[config.mk]
export PLATFORM = sky130hd
export DESIGN_NAME = dual_rail_gray_monitor_flat
export DESIGN_NICKNAME = d
export VERILOG_FILES = /design/src/rtl/dual_rail_gray_monitor_pkg.sv /design/src/rtl/dual_rail_gray_monitor_if.sv /design/src/rtl/dual_rail_gray_monitor_capture.sv /design/src/rtl/dual_rail_gray_monitor.sv /design/src/flat_wrapper.sv
export SDC_FILE = /design/constraint.sdc
export NUM_CORES = 1
export LEC_CHECK = 0
export CORE_MARGIN = 3
export CORE_UTILIZATION = 48
export CTS_CLUSTER_DIAMETER = 80
export DETAILED_ROUTE_END_ITERATION = 8
export PLACE_DENSITY = 0.76
export SLEW_MARGIN = 10
export SYNTH_ARGS = -nofsm -noshare
export SYNTH_HDL_FRONTEND = slang
export SYNTH_SLANG_ARGS = --single-unit
[constraint.sdc]
create_clock -name clk -period 2.8 [get_ports clk]
set_input_delay 0.42 -clock clk [delete_from_list [all_inputs] [get_ports clk]]
set_output_delay 0.42 -clock clk [all_outputs]
set_load 0.02 [all_outputs]
[src/rtl/dual_rail_gray_monitor_pkg.sv]
// Shared types and helpers for the dual-rail Gray walk monitor.
// Gray-to-binary decode and 4-bit popcount are used by the top-level checker.
package dual_rail_pkg;

  typedef enum logic [1:0] {
    StIdle,
    StTrack,
    StFault
  } state_e;

  localparam int unsigned IDX_W    = 4;
  localparam int unsigned WALK_LEN = 16;

  function automatic logic [IDX_W-1:0] gray2bin(input logic [IDX_W-1:0] g);
    logic [IDX_W-1:0] b;
    b[3] = g[3];
    b[2] = b[3] ^ g[2];
    b[1] = b[2] ^ g[1];
    b[0] = b[1] ^ g[0];
    return b;
  endfunction

  function automatic logic [2:0] popcount4(input logic [3:0] v);
    return 3'(v[0]) + 3'(v[1]) + 3'(v[2]) + 3'(v[3]);
  endfunction

endpackage

[src/rtl/dual_rail_gray_monitor_if.sv]
// Stimulus rails in, decoded index / error flags / counters out.
// The master modport drives the rails; the slave modport is the monitor.
interface dual_rail_gray_monitor_if #(
  parameter int unsigned CNT_W = 8
);
  import dual_rail_pkg::*;

  logic             in_valid;
  logic             a, b, c, d;
  logic             an, bn, cn, dn;
  logic             clear;
  logic             idx_valid;
  logic [IDX_W-1:0] idx;
  logic             rail_err;
  logic             step_err;
  logic             seq_err;
  logic             fault;
  logic             walk_done;
  logic [CNT_W-1:0] word_count;

  modport master (
    output in_valid, a, b, c, d, an, bn, cn, dn, clear,
    input  idx_valid, idx, rail_err, step_err, seq_err, fault, walk_done, word_count
  );

  modport slave (
    input  in_valid, a, b, c, d, an, bn, cn, dn, clear,
    output idx_valid, idx, rail_err, step_err, seq_err, fault, walk_done, word_count
  );

endinterface

[src/rtl/dual_rail_gray_monitor_capture.sv]
// Packs the true rails into a Gray word (a = MSB) and checks that every
// true/complement pair is complementary.
module dual_rail_capture (
  input  logic       i_a,
  input  logic       i_b,
  input  logic       i_c,
  input  logic       i_d,
  input  logic       i_an,
  input  logic       i_bn,
  input  logic       i_cn,
  input  logic       i_dn,
  output logic [3:0] o_g,
  output logic       o_rail_ok
);

  assign o_g       = {i_a, i_b, i_c, i_d};
  assign o_rail_ok = &({i_a, i_b, i_c, i_d} ^ {i_an, i_bn, i_cn, i_dn});

endmodule

[src/rtl/dual_rail_gray_monitor.sv]
// Dual-rail Gray stimulus monitor: rail integrity, unit-distance stepping and
// canonical reflected-Gray walk checking, with sticky fault and walk counting.
module dual_rail_gray_monitor
  import dual_rail_pkg::*;
#(
  parameter int unsigned CNT_W = 8
) (
  input logic                    clk,
  input logic                    rst_n,
  dual_rail_gray_monitor_if.slave bus
);

  logic [3:0]       w_g;
  logic             w_rail_ok;
  logic [IDX_W-1:0] w_dec;
  logic             w_step_bad;
  logic             w_seq_bad;

  state_e           r_state, w_state_nxt;
  logic [IDX_W-1:0] r_idx, w_idx_nxt;
  logic [3:0]       r_prev, w_prev_nxt;
  logic [IDX_W-1:0] r_expected, w_expected_nxt;
  logic [4:0]       r_run, w_run_nxt;
  logic [CNT_W-1:0] r_word_count, w_word_count_nxt;
  logic             r_idx_valid, w_idx_valid_nxt;
  logic             r_rail_err, w_rail_err_nxt;
  logic             r_step_err, w_step_err_nxt;
  logic             r_seq_err, w_seq_err_nxt;
  logic             r_walk_done, w_walk_done_nxt;

  dual_rail_capture u_capture (
    .i_a       (bus.a),
    .i_b       (bus.b),
    .i_c       (bus.c),
    .i_d       (bus.d),
    .i_an      (bus.an),
    .i_bn      (bus.bn),
    .i_cn      (bus.cn),
    .i_dn      (bus.dn),
    .o_g       (w_g),
    .o_rail_ok (w_rail_ok)
  );

  assign w_dec      = gray2bin(w_g);
  assign w_step_bad = popcount4(w_g ^ r_prev) != 3'd1;
  assign w_seq_bad  = w_dec != r_expected;

  always_comb begin
    w_state_nxt      = r_state;
    w_idx_nxt        = r_idx;
    w_prev_nxt       = r_prev;
    w_expected_nxt   = r_expected;
    w_run_nxt        = r_run;
    w_word_count_nxt = r_word_count;
    w_idx_valid_nxt  = 1'b0;
    w_rail_err_nxt   = 1'b0;
    w_step_err_nxt   = 1'b0;
    w_seq_err_nxt    = 1'b0;
    w_walk_done_nxt  = 1'b0;

    if (bus.clear) begin
      // Clear beats a coincident word: the word is dropped entirely.
      w_state_nxt      = StIdle;
      w_word_count_nxt = '0;
      w_run_nxt        = '0;
      w_prev_nxt       = '0;
      w_expected_nxt   = '0;
    end else if (bus.in_valid) begin
      if (!w_rail_ok) begin
        w_rail_err_nxt = 1'b1;
        w_state_nxt    = StFault;
      end else begin
        if (r_word_count != '1) w_word_count_nxt = r_word_count + 1'b1;
        w_idx_valid_nxt = 1'b1;
        w_idx_nxt       = w_dec;
        w_prev_nxt      = w_g;
        w_expected_nxt  = w_dec + 4'd1;
        unique case (r_state)
          StIdle: begin
            w_run_nxt   = (w_dec == '0) ? 5'd1 : 5'd0;
            w_state_nxt = StTrack;
          end
          StTrack: begin
            w_step_err_nxt = w_step_bad;
            w_seq_err_nxt  = w_seq_bad;
            if (w_step_bad || w_seq_bad) begin
              w_state_nxt = StFault;
              w_run_nxt   = '0;
            end else if (w_dec == '0) begin
              w_run_nxt = 5'd1;
            end else if (r_run != '0) begin
              if (r_run == 5'(WALK_LEN - 1) && w_dec == 4'hF) begin
                w_walk_done_nxt = 1'b1;
                w_run_nxt       = '0;
              end else begin
                w_run_nxt = r_run + 5'd1;
              end
            end
          end
          StFault: begin
            w_step_err_nxt = w_step_bad;
            w_seq_err_nxt  = w_seq_bad;
          end
          default: w_state_nxt = StIdle;
        endcase
      end
    end
  end

  always_ff @(posedge clk or negedge rst_n) begin
    if (!rst_n) begin
      r_state      <= StIdle;
      r_idx        <= '0;
      r_prev       <= '0;
      r_expected   <= '0;
      r_run        <= '0;
      r_word_count <= '0;
      r_idx_valid  <= 1'b0;
      r_rail_err   <= 1'b0;
      r_step_err   <= 1'b0;
      r_seq_err    <= 1'b0;
      r_walk_done  <= 1'b0;
    end else begin
      r_state      <= w_state_nxt;
      r_idx        <= w_idx_nxt;
      r_prev       <= w_prev_nxt;
      r_expected   <= w_expected_nxt;
      r_run        <= w_run_nxt;
      r_word_count <= w_word_count_nxt;
      r_idx_valid  <= w_idx_valid_nxt;
      r_rail_err   <= w_rail_err_nxt;
      r_step_err   <= w_step_err_nxt;
      r_seq_err    <= w_seq_err_nxt;
      r_walk_done  <= w_walk_done_nxt;
    end
  end

  assign bus.idx_valid  = r_idx_valid;
  assign bus.idx        = r_idx;
  assign bus.rail_err   = r_rail_err;
  assign bus.step_err   = r_step_err;
  assign bus.seq_err    = r_seq_err;
  assign bus.fault      = (r_state == StFault);
  assign bus.walk_done  = r_walk_done;
  assign bus.word_count = r_word_count;

endmodule
[src/flat_wrapper.sv]
// flat-port wrapper written by rule: the top's interface ports become plain ports
module dual_rail_gray_monitor_flat import dual_rail_pkg::*;
#(
  parameter int unsigned CNT_W = 8
)
  (clk, rst_n, bus_in_valid, bus_a, bus_b, bus_c, bus_d, bus_an, bus_bn, bus_cn, bus_dn, bus_clear, bus_idx_valid, bus_idx, bus_rail_err, bus_step_err, bus_seq_err, bus_fault, bus_walk_done, bus_word_count);
  dual_rail_gray_monitor_if #(.CNT_W(CNT_W)) bus_i ();
  input logic clk;
  input logic rst_n;
  input wire logic [$bits(bus_i.in_valid)-1:0] bus_in_valid;
  input wire logic [$bits(bus_i.a)-1:0] bus_a;
  input wire logic [$bits(bus_i.b)-1:0] bus_b;
  input wire logic [$bits(bus_i.c)-1:0] bus_c;
  input wire logic [$bits(bus_i.d)-1:0] bus_d;
  input wire logic [$bits(bus_i.an)-1:0] bus_an;
  input wire logic [$bits(bus_i.bn)-1:0] bus_bn;
  input wire logic [$bits(bus_i.cn)-1:0] bus_cn;
  input wire logic [$bits(bus_i.dn)-1:0] bus_dn;
  input wire logic [$bits(bus_i.clear)-1:0] bus_clear;
  output wire logic [$bits(bus_i.idx_valid)-1:0] bus_idx_valid;
  output wire logic [$bits(bus_i.idx)-1:0] bus_idx;
  output wire logic [$bits(bus_i.rail_err)-1:0] bus_rail_err;
  output wire logic [$bits(bus_i.step_err)-1:0] bus_step_err;
  output wire logic [$bits(bus_i.seq_err)-1:0] bus_seq_err;
  output wire logic [$bits(bus_i.fault)-1:0] bus_fault;
  output wire logic [$bits(bus_i.walk_done)-1:0] bus_walk_done;
  output wire logic [$bits(bus_i.word_count)-1:0] bus_word_count;
  assign bus_i.in_valid = bus_in_valid;
  assign bus_i.a = bus_a;
  assign bus_i.b = bus_b;
  assign bus_i.c = bus_c;
  assign bus_i.d = bus_d;
  assign bus_i.an = bus_an;
  assign bus_i.bn = bus_bn;
  assign bus_i.cn = bus_cn;
  assign bus_i.dn = bus_dn;
  assign bus_i.clear = bus_clear;
  assign bus_idx_valid = bus_i.idx_valid;
  assign bus_idx = bus_i.idx;
  assign bus_rail_err = bus_i.rail_err;
  assign bus_step_err = bus_i.step_err;
  assign bus_seq_err = bus_i.seq_err;
  assign bus_fault = bus_i.fault;
  assign bus_walk_done = bus_i.walk_done;
  assign bus_word_count = bus_i.word_count;
  dual_rail_gray_monitor #(.CNT_W(CNT_W)) u_core (.clk(clk), .rst_n(rst_n), .bus(bus_i));
endmodule
Word-level counts from Yosys, hierarchy flattened
Cells that the tools add are included.

word-level totals
  word-level logic and storage cells = 95
  output and inout port bits = 18
  register bits = 32
  input port bits = 12

cells by class
  add/subtract/negate cells = 6
  eq/ne operators = 10
  mux-type cells = 46
  bitwise logic cells = 6
  reduce and logical (&&, ||, !) cells = 16

operator list
  operator               number
  $mux W5                7
  $mux W8                4
  $mux W4                6
  $mux W1                23
  $pmux W5 S2            1
  $add A8 B1 Y8 const B  1
  $mux W2                4
  $ne A8 B8 Y1 const B   1
  $reduce_and A4 Y1      2
  $xor A4 B4 Y4          2
  $add A3 B1 Y3          2
  $pmux W2 S3            1
  $reduce_and A3 Y1      2
  $reduce_and A6 Y1      1
  $reduce_bool A2 Y1     3
  $add A5 B1 Y5 const B  1
  $eq A5 B4 Y1 const B   1
  $ne A5 B2 Y1 const B   1
  $reduce_bool A5 Y1     1
  $add A4 B1 Y4 const B  1
  $eq A4 B4 Y1 const B   1
  $logic_not A4 Y1       1
  $ne A4 B4 Y1           1
  $ne A4 B4 Y1 const B   1
  other kinds (13)       15

Depth between registers and ports, before layout
Gate-level depths: netlist (run 1).

  word-level depth = 13
  mapped depth = 11
  mapped depth without buffers = 10

Cells and area by module
Synthesis (run 1) repeated with hierarchy kept, for this count alone.

unflattened totals
  cells, all modules = 194
  area total of the unflattened synthesis = 1903.1 um^2

by module, submodules not included
  module                  cells each  area an instance (um^2)  seq. area each (um^2)  instances
  dual_rail_gray_monitor  185         1831.8                   775.7                  1
  dual_rail_capture       9           71.3                     0.0                    1

Worst setup path before layout (run 1)
Ideal clock, no wire load.

  path kind = in2reg
  start = input bus_a
  end = register u_core.r_run[1]
  data required time = 2720 ps
  path buffers = 1
  slack = -20 ps
  setup time = 80 ps
  cell stages on the path = 10
  arrival time = 2741 ps
  path through = buf_2 inv_1 ha_1 ha_1 inv_1 ha_1 xor2_1 nand4_1 or4b_4 o22ai_2

between the ends
  word-level cells in the longest chain between the ends = 13
  elaborated cells between the ends (all ways) = 24
  classes of those cells = add/sub: 1; eq/ne: 4; mux: 8; bitwise: 5; reduce/logical: 6

RTL lines
  what                       RTL line                          text
  from (decl)                flat_wrapper.sv:11                input wire logic [$bits(bus_i.a)-1:0] bus_a;
  $xor A1 B1 Y1 (*)          dual_rail_gray_monitor_pkg.sv:17  b[2] = b[3] ^ g[2];
  named net u_core.w_dec[2]  dual_rail_gray_monitor.sv:15      logic [IDX_W-1:0] w_dec;
  $xor A1 B1 Y1 (*)          dual_rail_gray_monitor_pkg.sv:18  b[1] = b[2] ^ g[1];
  named net u_core.w_dec[1]  dual_rail_gray_monitor.sv:15
  $xor A1 B1 Y1              dual_rail_gray_monitor_pkg.sv:19  b[0] = b[1] ^ g[0];
  $eq A4 B4 Y1               dual_rail_gray_monitor.sv:92      if (r_run == 5'(WALK_LEN - 1) && w_dec == 4'hF) begin
  $logic_and A1 B1 Y1        dual_rail_gray_monitor.sv:92
  $mux W5                    dual_rail_gray_monitor.sv:92
  $mux W5                    dual_rail_gray_monitor.sv:91      end else if (r_run != '0) begin
  $mux W5                    dual_rail_gray_monitor.sv:89      end else if (w_dec == '0) begin
  $mux W5                    dual_rail_gray_monitor.sv:86      if (w_step_bad || w_seq_bad) begin
  $pmux W5 S2                dual_rail_gray_monitor.sv:78      unique case (r_state)
  $mux W5                    dual_rail_gray_monitor.sv:69      if (!w_rail_ok) begin
  $mux W5                    dual_rail_gray_monitor.sv:68      end else if (bus.in_valid) begin
  $mux W5                    dual_rail_gray_monitor.sv:61      if (bus.clear) begin
  to (signal assigned)       dual_rail_gray_monitor.sv:128     r_run <= w_run_nxt;
  to (decl)                  dual_rail_gray_monitor.sv:23      logic [4:0] r_run, w_run_nxt;

Mark *: on every way through the listed nets, which the timed path passes. The rest lies on a longest branch. The select of a mux whose other input is x is not followed.
A chain may end at the register's enable or synchronous reset.

Final worst setup path (run 1)
  start = register u_core.r_expected[1]
  end = register u_core.r_run[3]

between the ends
  word-level cells in the longest chain between the ends = 7
  elaborated cells between the ends (all ways) = 9
  classes of those cells = eq/ne: 2; mux: 5; reduce/logical: 2

RTL lines
  what                    RTL line                       text
  from (decl)             dual_rail_gray_monitor.sv:22   logic [IDX_W-1:0] r_expected, w_expected_nxt;
  from (signal assigned)  dual_rail_gray_monitor.sv:127  r_expected <= w_expected_nxt;
  $ne A4 B4 Y1 (*)        dual_rail_gray_monitor.sv:46   assign w_seq_bad = w_dec != r_expected;
  $logic_or A1 B1 Y1 (*)  dual_rail_gray_monitor.sv:86
  $mux W5                 dual_rail_gray_monitor.sv:86
  $pmux W5 S2             dual_rail_gray_monitor.sv:78
  $mux W5                 dual_rail_gray_monitor.sv:69
  $mux W5                 dual_rail_gray_monitor.sv:68
  $mux W5                 dual_rail_gray_monitor.sv:61

Mark *: on every way between the ends. The rest lies on a longest branch, timed or not. The select of a mux whose other input is x is not followed.

==> results of run 1 <==
[power breakdown]
group          internal (mW)  total, mW  switching (mW)
clock                  0.224      0.393           0.169
combinational          0.162      0.310           0.148
sequential             0.473      0.489          0.0152
[worst max-delay path, stage by stage, from the launching register on]
cell,delay [ns]
dfrtp_1,0.39
xor2_1,0.16
ha_1,0.33
fa_2,0.39
ha_4,0.24
nor3b_4,0.22
nand4_1,0.22
nor2_2,0.19
or4b_1,0.44
o21ai_1,0.10
[metrics by stage]
stage | setup slack [ns] | total power [mW] | hold slack, ns | TNS [ns]
finish | 0.0421 | 1.19 | 0.501 | 0
global route | -0.0474 | 1.24 | 0.532 | -0.0561
CTS | 0.0108 | 1.19 | 0.515 | 0
detailed placement | -0.616 | 0.774 | 0.496 | -4.30
global placement | -0.528 | 0.768 | 0.474 | -3.76
floorplan | 0.0258 | 0.633 | 0.124 | 0
[final cells by class]
type | instances | area (sq um)
well taps | 48 | 60.1
multi-input cells | 143 | 1070
fillers | 293 | 1100
inverters | 16 | 60.1
flip-flops and latches | 31 | 776
repair buffers | 63 | 548
clock buffers | 8 | 100
[kinds of logic after synthesis]
| group | after synthesis | share of synthesized area |
|---|---|---|
| fa+ha+maj | 16 | 0.111 |
| buf+inv | 21 | 0.0435 |
| xor+xnor | 16 | 0.0750 |
| compound gates | 30 | 0.107 |
| flops | 31 | 0.415 |
| simple gates | 75 | 0.214 |
| mux | 6 | 0.0342 |
[synth_stat cells, types with 2 or more instances]
library cell | n | area [sq um]
clkbuf_1 | 3 | 11.3
o21ai_0 | 4 | 20.0
mux2_2 | 3 | 33.8
o21ai_1 | 2 | 10.0
nor3_1 | 7 | 35.0
dfrtp_1 | 31 | 776
nand2b_1 | 3 | 18.8
nand4_1 | 5 | 31.3
ha_1 | 15 | 188
nor4_1 | 2 | 12.5
xor2_1 | 8 | 70.1
or3_1 | 2 | 12.5
nand3_1 | 7 | 35.0
or4b_1 | 2 | 20.0
buf_2 | 2 | 10.0
a21oi_1 | 9 | 45.0
xnor2_1 | 8 | 70.1
nor2_1 | 15 | 56.3
inv_1 | 16 | 60.1
nand2_1 | 20 | 75.1
a211oi_1 | 2 | 15.0
and3_1 | 3 | 18.8
mux2i_1 | 3 | 30.0
[state kept, by name, indices dropped and copies added (netlist names), 2 cells and up]
| name | cells |
|---|---|
| u_core.bus.word_count | 8 |
| u_core.r_prev | 3 |
| u_core.r_run | 5 |
| u_core.bus.idx | 4 |
| u_core.r_expected | 4 |
| u_core.r_state | 2 |
[how the worst max path moves through the flow]
| stage | start | to | slack, ns | cells past startpoint |
|---|---|---|---|---|
| after floorplan | bus_a | u_core.r_run[1]$_DFFE_PN0P_ | 0.03 | 10 |
| after global placement | bus_d | u_core.r_run[1]$_DFFE_PN0P_ | -0.53 | 9 |
| after detailed placement | bus_c | u_core.r_run[1]$_DFFE_PN0P_ | -0.62 | 9 |
| after CTS | bus_d | u_core.r_run[1]$_DFFE_PN0P_ | 0.01 | 9 |
| after global routing | u_core.r_prev[1]$_DFFE_PN0P_ | u_core.r_run[3]$_DFFE_PN0P_ | -0.05 | 9 |
| final | u_core.r_expected[1]$_DFFE_PN0P_ | u_core.r_run[3]$_DFFE_PN0P_ | 0.04 | 9 |
[what timing repair did]
| action | 4_1_cts | 5_1_grt |
|---|---|---|
| pin swaps | 6 | 7 |
| resized for setup | 10 | 4 |
| endpoints found under the setup margin | 8 | 7 |
| buffers inserted | 4 | 3 |
| endpoints found under the hold margin | 0 | 0 |
[per-layer routing]
layer / global-route usage / wire length, microns
met1: 0.258 / 1900
met5: 0 / 0
met4: 0.0918 / 54
met2: 0.364 / 2340
met3: 0.0722 / 239
==> metrics.md, run 1 <==
| Metric | Value |
|---|---|
| PwrDens | 456 nW/um^2 |
| Synth Cell Area | 1870 sq um |
| FF-to-FF path depth | 9 |
| GRT Util Overall | 0.219 |
| Starting Density | 0.503 |
| Arrival time at the worst endpoint | 2.96 ns |
| Worst-path clk slew | 0.07 ns |
| Synth Instances | between 150 and 200 |
| Max Slew Vio Count | 0 |
| Final Skew | 0.00978 ns |
| Final setup fails | 0 |
| Post-DP HPWL | 3.27 mm |
| FMAX | around 0.36 GHz |
| DP Area | about 2400 sq um |
| DRC errors left | 0 |
| Post-synth EDFFs | 0 |
| Longest Clk Path Bufs | 2 |
| Final net count | 288 |
| Synthesized flop and latch total | 31 |
| Global-route wire length before repair | 7.49 mm |
| Critical path data required time | between 3 and 4 ns |
| Worst-Margin Slew | between 0.3 and 0.4 ns |
| Vias in the first global route | 1660 |
| Post-CTS Hold Buffers | 0 |
| Non-filler cells, final | around 300 |
| CTS tree | done |
| Period utilisation layout | 0.985 |
| Top_reg_cell synth | dfrtp_1 |
| Commonest non-fill, non-tap cell in the layout | buf_4 |
| CTS Root Cell | clkbuf_8 |
| Antenna viol nets, final | 0 |
| CTS H-tree lvls | 2 |
| Most frequent cells in the layout | buf_4, dfrtp_1, clkdlybuf4s50_1 |
| Die height | 68.4 microns |
| Initial antenna violation count | 0 |
| Crit Path Max Fanout | 3 |
| Core box area | 3720 sq um |
| Port bufs | 29 |
| RR Endpoint | u_core.r_run[3]$_DFFE_PN0P_ |
| DRT Pass-1 Iters | 4 |
| Syn_nets | 223 |
| Hold EP | u_core.r_run[4]$_DFFE_PN0P_ |
| Worst Path Class, Setup | reg -> reg |
| Die X | between 60 and 70 microns |
| GP Congestion | 0.807 |
| Minimum clock period after layout | 2.76 ns |
| DR iter-0 viols | 150 |
| Fraction of layout cells with a size suffix above 1 | 0.222 |
| Ports | 30 |
| Leak Pwr | between 1 and 1.5 nW |
| Seq/Total Area, Yosys | 0.415 |
| Worst hold path class | reg -> reg |
| Maximum vdd ir drop | roughly 400 uV |
| Final hold viol count | 0 |
| Worst slew margin | 0.741 |
| Post-route cell area | 2620 sq um |
| CP Capture Type | flop |
| Placed cells | 294 |
| Num CTS Buffers | 5 |
| R2R Path Start | u_core.r_expected[1]$_DFFE_PN0P_ |
| WL/cell | 14.7 microns |
| Ys async rst share | 1.00 |
| Synth Warn # | 0 |
| Layout area overhead | 40.0% |
| Synth unique cells | 46 |
| Number of max-cap violations | 0 |
| Vias per cell | 5.34 |
| Via count | 1649 |
| Worst-skew pair later-pin latency | about 0.29 ns |
| Antenna diodes | 0 |
| Status | complete, no violations |
| Hold Path Stages | 2 |
| Largest net degree at the start of global routing | 32 |
| Hold Crit Start | u_core.r_run[4]$_DFFE_PN0P_ |
| Reg2reg setup slack | 0.04 ns |
| Startpoint types | flop |
| Final core utilization | 0.704 |
| Total clock sinks | 31 |
| Die area | around 4700 sq um |
| Mean Syn Cell Area | 9.58 sq um |
| Rows | 22 |
| Post-Route WL | 4.53 mm |
| Aggregate global routing overflow | 0 |
Note: power is estimated with default switching activity, not from simulation.
==> inputs of run 2 (changes only) <==
--- a/config.mk
+++ b/config.mk
@@ -6,10 +6,13 @@
 export NUM_CORES = 1
 export LEC_CHECK = 0
 export CORE_MARGIN = 3
-export CORE_UTILIZATION = 48
+export CORE_UTILIZATION = 50
+export CTS_BUF_LIST = sky130_fd_sc_hd__clkbuf_8
 export CTS_CLUSTER_DIAMETER = 80
+export CTS_CLUSTER_SIZE = 14
 export DETAILED_ROUTE_END_ITERATION = 8
-export PLACE_DENSITY = 0.76
+export HOLD_SLACK_MARGIN = 0.1
+export PLACE_DENSITY = 0.78
 export SLEW_MARGIN = 10
 export SYNTH_ARGS = -nofsm -noshare
 export SYNTH_HDL_FRONTEND = slang
==> metrics.md, run 2 (synthesis results as in run 1) <==
| Metric | Value |
|---|---|
| Worst hold path class | reg -> reg |
| Critical path data required time | 3.01 ns (about the same) |
| Fraction of layout cells with a size suffix above 1 | 0.205 (-0.0174) |
| WL/cell | 14.0 microns (-4.6%) |
| Vias in the first global route | 1529 (-7.9%) |
| Hold EP | u_core.r_run[4]$_DFFE_PN0P_ |
| Max Slew Vio Count | 0 (unchanged) |
| Largest net degree at the start of global routing | 32 (unchanged) |
| Buffers & Inverters on Critical Path | 0 (unchanged) |
| Reg2reg setup slack | 0.11 ns (+0.07 ns) |
| Vias per cell | 5.44 (+2.0%) |
| Global-route wire length before repair | 6.89 mm (-8.1%) |
| Placed cells | 287 (-2.4%) |
| DRC errors left | 0 (unchanged) |
| Most frequent cells in the layout | dfrtp_1, clkdlybuf4s50_1, buf_4 |
| Status | complete, no violations |
| Post-route cell area | 2570 sq um (-1.7%) |
| DRT Pass-1 Iters | 4 (unchanged) |
| Via count | 1606 (-2.6%) |
| Crit path max-delay family | simple AND/OR/NAND/NOR gates |
| Layout area overhead | 37.6% |
| Ports | 30 (unchanged) |
| GP Congestion | 0.805 (-0.30%) |
| Post-DP HPWL | 2.96 mm (-9.3%) |
| Worst slew margin | 0.721 (-0.0194) |
| Period utilisation layout | 0.960 (-0.0249) |
| Leak Pwr | 1.12 nW (-3.6%) |
| R2R Path Start | u_core.r_prev[1]$_DFFE_PN0P_ |
| Rows | 21 (-4.5%) |
| Worst-Margin Slew | 0.417 ns (+0.0279 ns) |
| Worst path cell trace | xor2_1 > ha_1 > fa_2 > ha_4 > nor3b_4 > nand4_1 > or4b_4 > o22ai_2 |
| CP Capture Type | flop |
| Die area | 4510 sq um (-3.7%) |
| Port bufs | 29 (unchanged) |
| Hold Crit Start | u_core.r_run[4]$_DFFE_PN0P_ |
| CP max stage delay | 0.59 ns (+0.15 ns) |
| Hold Path Stages | 2 (unchanged) |
| Final setup fails | 0 (unchanged) |
| Minimum clock period after layout | 2.69 ns (-0.0697 ns) |
| Arrival time at the worst endpoint | 2.90 ns (-0.06 ns) |
| DP Area | 2370 sq um (-1.7%) |
| Worst Path Class, Setup | reg -> reg |
| Starting Density | 0.539 (+0.0359) |
| CTS Root Cell | clkbuf_8 |
| RR Endpoint | u_core.r_run[1]$_DFFE_PN0P_ |
| Final Skew | 0.00475 ns (-0.00503 ns) |
| Antenna diodes | 0 (unchanged) |
| Final net count | 276 (-4.2%) |
| Worst-path clk slew | 0.06 ns (about the same) |
| Post-CTS Setup Bufs | 0 (-4) |
| Commonest non-fill, non-tap cell in the layout | dfrtp_1 |
| Fin Setup TNS | 0 ns (unchanged) |
| Num CTS Buffers | 5 (unchanged) |
| Die height | 67.1 microns (-1.8%) |
| Maximum vdd ir drop | 408 uV (+1.3%) |
| Startpoint types | flop |
| Total power draw | 1.24 mW (+3.9%) |
| GRT Util Overall | 0.207 (-0.0121) |
| Aggregate global routing overflow | 0 (unchanged) |
| RSZ-0062 raised after global routing | false |
| Worst-skew pair later-pin latency | 0.29 ns (about the same) |
| CTS H-tree lvls | 2 (unchanged) |
| Die X | 67.1 microns (-1.8%) |
| Final hold viol count | 0 (unchanged) |
| Crit-path slowest cell | or4b_4 |
| DR iter-0 viols | 91 (-39%) |
| FF-to-FF path depth | 8 (-1) |
| Hold WS | 0.504 ns (+0.00306 ns) |
| Largest register FFs | 8 (unchanged) |
| CTS tree | done |
| Number of max-cap violations | 0 (unchanged) |
| Post-CTS Hold Buffers | 0 (unchanged) |
| FMAX | 0.372 GHz (+2.6%) |
| Crit Path Max Fanout | 3 (unchanged) |
| PwrDens | 481 nW/um^2 (+5.7%) |
| Longest Clk Path Bufs | 2 (unchanged) |
| Post-Route WL | 4.13 mm (-8.9%) |
| Core box area | 3470 sq um (-6.7%) |
| Initial antenna violation count | 0 (unchanged) |
| Total clock sinks | 31 (unchanged) |
| Antenna viol nets, final | 0 (unchanged) |
| Non-filler cells, final | 295 (-4.5%) |
## run 2: report_power, final
group | total (mW) | switching [mW] | internal [mW]
Sequential | 0.488 | 0.0141 | 0.474
Combinational | 0.298 | 0.145 | 0.153
Clock | 0.452 | 0.164 | 0.287
## run 2: worst max-delay path by stage
stage | start | endpoint | slack (ns) | cells past startpoint
5_1_grt | u_core.r_prev[1]$_DFFE_PN0P_ | u_core.r_run[1]$_DFFE_PN0P_ | 0.04 | 8
6_report | u_core.r_prev[1]$_DFFE_PN0P_ | u_core.r_run[1]$_DFFE_PN0P_ | 0.11 | 8
4_1_cts | bus_b | u_core.r_run[0]$_DFFE_PN0P_ | 0.01 | 12
3_3_place_gp | bus_d | u_core.r_run[1]$_DFFE_PN0P_ | -0.52 | 9
3_5_place_dp | bus_d | u_core.r_run[4]$_DFFE_PN0P_ | -0.55 | 9
2_1_floorplan | bus_a | u_core.r_run[1]$_DFFE_PN0P_ | 0.03 | 10
## run 2: metrics by stage
| step | setup WS, ns | util |
|---|---|---|
| after floorplan | 0.0258 | - |
| after global placement | -0.524 | 0.684 |
| after detailed placement | -0.555 | 0.684 |
| after CTS | 0.00966 | 0.736 |
| after global routing | 0.0382 | 0.741 |
| final | 0.112 | 0.741 |
## run 2: per-layer routing
layer  global-route usage  routed length [microns]
met2                0.340                     2000
met1                0.249                     1840
met3               0.0691                      236
met4               0.0835                       56
met5                    0                        0
## run 2: timing repair
action,4_1_cts,5_1_grt
resized for setup,14,4
pin swaps,8,3
endpoints found under the setup margin,8,8
## run 2: tightest hold or removal path: stages (launching register included)
cell and delay, ns:
dfrtp_1 0.35, nand2_1 0.05, o21ai_1 0.07
## run 2: cell type report
| class | instances | area, sq um |
|---|---|---|
| Inverter | 16 | 60.1 |
| Fill cell | 257 | 897 |
| Timing Repair Buffer | 51 | 458 |
| Sequential cell | 31 | 776 |
| Tap cell | 46 | 57.6 |
| Multi-Input combinational cell | 143 | 1100 |
| Clock buffer | 6 | 82.6 |
| Clock inverter | 2 | 35.0 |
==> inputs of run 3 (changes only) <==
--- a/config.mk
+++ b/config.mk
@@ -5,7 +5,6 @@
 export SDC_FILE = /design/constraint.sdc
 export NUM_CORES = 1
 export LEC_CHECK = 0
-export CORE_MARGIN = 3
 export CORE_UTILIZATION = 50
 export CTS_BUF_LIST = sky130_fd_sc_hd__clkbuf_8
 export CTS_CLUSTER_DIAMETER = 80
==> metrics.md, run 3 (synthesis results as in run 1) <==
| Metric | Value |
|---|---|
| Worst-path clk slew | 0.07 ns (about the same) |
| Initial antenna violation count | 0 (unchanged) |
| Final hold viol count | 0 (unchanged) |
| Final core utilization | 0.747 (+0.00577) |
| Sw frac | 0.281 (+0.0197) |
| Psw | 333 uW (+3.0%) |
| Fraction of layout cells with a size suffix above 1 | 0.213 (+0.00778) |
| FMAX | 0.376 GHz (+0.97%) |
| Met1 usage | 0.287 (+0.0383) |
| Port bufs | 29 (unchanged) |
| Critical path data required time | 3.00 ns (about the same) |
| Vias in the first global route | 1657 (+8.4%) |
| Maximum vdd ir drop | 301 uV (-26%) |
| Worst slew margin | 0.731 (+0.00943) |
| CP max stage delay | 0.58 ns (about the same) |
| Antenna diodes | 0 (unchanged) |
| Largest register FFs | 8 (unchanged) |
| Starting Density | 0.539 (unchanged) |
| Post-CTS Hold Buffers | 0 (unchanged) |
| Crit path from | bus_c |
| Max Slew Vio Count | 0 (unchanged) |
| FF-to-FF path depth | 8 (unchanged) |
| Register share of total power | 0.411 (+0.017) |
| Hold EP | u_core.r_run[4]$_DFFE_PN0P_ |
| Worst-Margin Slew | 0.403 ns (-0.0141 ns) |
| Longest Clk Path Bufs | 2 (unchanged) |
| Die height | 63.1 microns (-6.0%) |
| Die area | 3980 sq um (-12%) |
| Reg2reg setup slack | 0.15 ns (+0.04 ns) |
| R2R Path Start | u_core.r_expected[1]$_DFFE_PN0P_ |
| Post-DP HPWL | 3.00 mm (+1.3%) |
| Final Skew | 0.00387 ns (-0.000880 ns) |
| PwrDens | 457 nW/um^2 (-5.0%) |
| DRT Pass-1 Iters | 4 (unchanged) |
| Non-filler cells, final | 300 (+1.7%) |
| Grt met2 use | 0.426 (+0.0862) |
| GRT Util Overall | 0.243 (+0.0355) |
| Post-Route WL | 4.43 mm (+7.2%) |
| Worst hold path class | reg -> reg |
| Vias per cell | 5.43 (-0.32%) |
| Rows | 21 (unchanged) |
| Num CTS Buffers | 5 (unchanged) |
| Global-route wire length before repair | 7.48 mm (+8.6%) |
| RR Endpoint | u_core.r_run[1]$_DFFE_PN0P_ |
| Hold Path Stages | 2 (unchanged) |
| Via count | 1628 (+1.4%) |
| Number of max-cap violations | 0 (unchanged) |
| Aggregate global routing overflow | 0 (unchanged) |
| Period utilisation layout | 0.951 (-0.00924) |
| DRC errors left | 0 (unchanged) |
| Worst-skew pair later-pin latency | 0.28 ns (about the same) |
| Leak Pwr | 1.13 nW (+1.1%) |
| Total power draw | 1.19 mW (-4.2%) |
| Arrival time at the worst endpoint | 2.86 ns (-0.04 ns) |
| M3 GR Usage | 0.0598 (-0.00936) |
| Crit Path Max Fanout | 3 (unchanged) |
| Worst setup margin | 0.138 ns (+0.0259 ns) |
| Clock power frac | 0.330 (-0.035) |
| Gate power share | 0.259 (+0.018) |
| GP Congestion | 0.842 (+4.7%) |
| RSZ-0062 raised after global routing | false |
| CTS H-tree lvls | 2 (unchanged) |
| Antenna viol nets, final | 0 (unchanged) |
| Placed cells | 290 (+1.0%) |
| CTS Root Cell | clkbuf_8 |
| Internal power | 852 uW (-6.8%) |
| Hold Crit Start | u_core.r_run[4]$_DFFE_PN0P_ |
| Crit path max-delay family | adder cells |
| Layout area overhead | 38.7% |
| Startpoint types | primary input |
| Ports | 30 (unchanged) |
| Die X | 63.1 microns (-6.0%) |
| Minimum clock period after layout | 2.66 ns (-0.0259 ns) |
| CTS tree | done |
| DP Worst Slack | -0.585 ns (-0.0305 ns) |
| Worst Path Class, Setup | in -> reg |
| DR iter-0 viols | 137 (+51%) |
| Commonest non-fill, non-tap cell in the layout | dfrtp_1 |
| Status | complete, no violations |
| Final net count | 281 (+1.8%) |
| CP Capture Type | flop |
| Crit-path slowest cell | or4b_4 |
| Top Usage Layer GRT | met2 |
| Core box area | 3470 sq um (unchanged) |
| Hold WS | 0.495 ns (-0.00917 ns) |
| Most frequent cells in the layout | dfrtp_1, buf_4, clkdlybuf4s50_1 |
| Total clock sinks | 31 (unchanged) |
| Largest net degree at the start of global routing | 32 (unchanged) |
| Buffers & Inverters on Critical Path | 1 (+1) |
| WL/cell | 14.8 microns (+5.5%) |
| Final setup fails | 0 (unchanged) |
| Worst path cell trace | dlygate4sd2_1 > xor2_1 > ha_1 > fa_2 > ha_4 > nor3b_4 > nand4_1 > or4b_4 > o22ai_2 |
==> run 3: changes by cell type in the layout (fill, tap and decap cells not counted) <==
cell            change
buf_4               +4
inv_1               +2
a21boi_0            -1
a21boi_1            +1
buf_6               +1
bufinv_16           -1
clkbuf_8            +1
clkinv_2            -1
dlygate4sd2_1       +1
dlymetal6s2s_1      -1
inv_2               -1
==> run 3: cell type report <==
type                            instances  area, sq um
Multi-Input combinational cell        143         1100
Fill cell                             256          877
Clock buffer                            7         96.3
Tap cell                               46         57.6
Sequential cell                        31          776
Timing Repair Buffer                   56          495
Clock inverter                          1         3.75
Inverter                               16         60.1
==> run 3: repair_timing <==
| action | in CTS | in global routing |
|---|---|---|
| resized for setup | 13 | 6 |
| endpoints found under the hold margin | 0 | 0 |
| setup buffers | 2 | 0 |
| pin swaps | 7 | 3 |
| endpoints found under the setup margin | 7 | 7 |
==> run 3: how the worst max path moves through the flow <==
stage,endpoint,depth (start not counted)
3_3_place_gp,u_core.r_run[1]$_DFFE_PN0P_,9
4_1_cts,u_core.r_run[1]$_DFFE_PN0P_,10
5_1_grt,u_core.r_run[1]$_DFFE_PN0P_,9
2_1_floorplan,u_core.r_run[1]$_DFFE_PN0P_,10
3_5_place_dp,u_core.r_run[1]$_DFFE_PN0P_,9
6_report,u_core.r_run[1]$_DFFE_PN0P_,9
==> run 3: power groups by stage <==
stage	clock network [mW]	registers (mW)	logic [mW]
CTS	0.399	0.487	0.296
global route	0.423	0.489	0.333
detailed placement	0	0.495	0.273
global placement	0	0.495	0.271
finish	0.391	0.487	0.307
floorplan	0	0.521	0.112
==> run 3: stage by stage <==
step / TNS (ns) / area [sq um]
4_1_cts: 0 / 2560
5_1_grt: 0 / 2590
3_3_place_gp: -3.34 / 2390
2_1_floorplan: 0 / 1880
6_report: 0 / 2590
3_5_place_dp: -3.67 / 2390
==> run 3: routing by layer <==
metal	wire length [microns]	vias up
met1	1870	779
met4	55	0
met2	2320	47
met3	193	8
li1	-	794
met5	0	-
==> run 3: worst reg2reg max path: cells and delay by family, from the launching register on <==
family	cells	cell delay, ns
xor+xnor	1	0.16
fa+ha+maj	3	0.92
flops	1	0.39
simple gates	3	0.94
compound gates	1	0.15
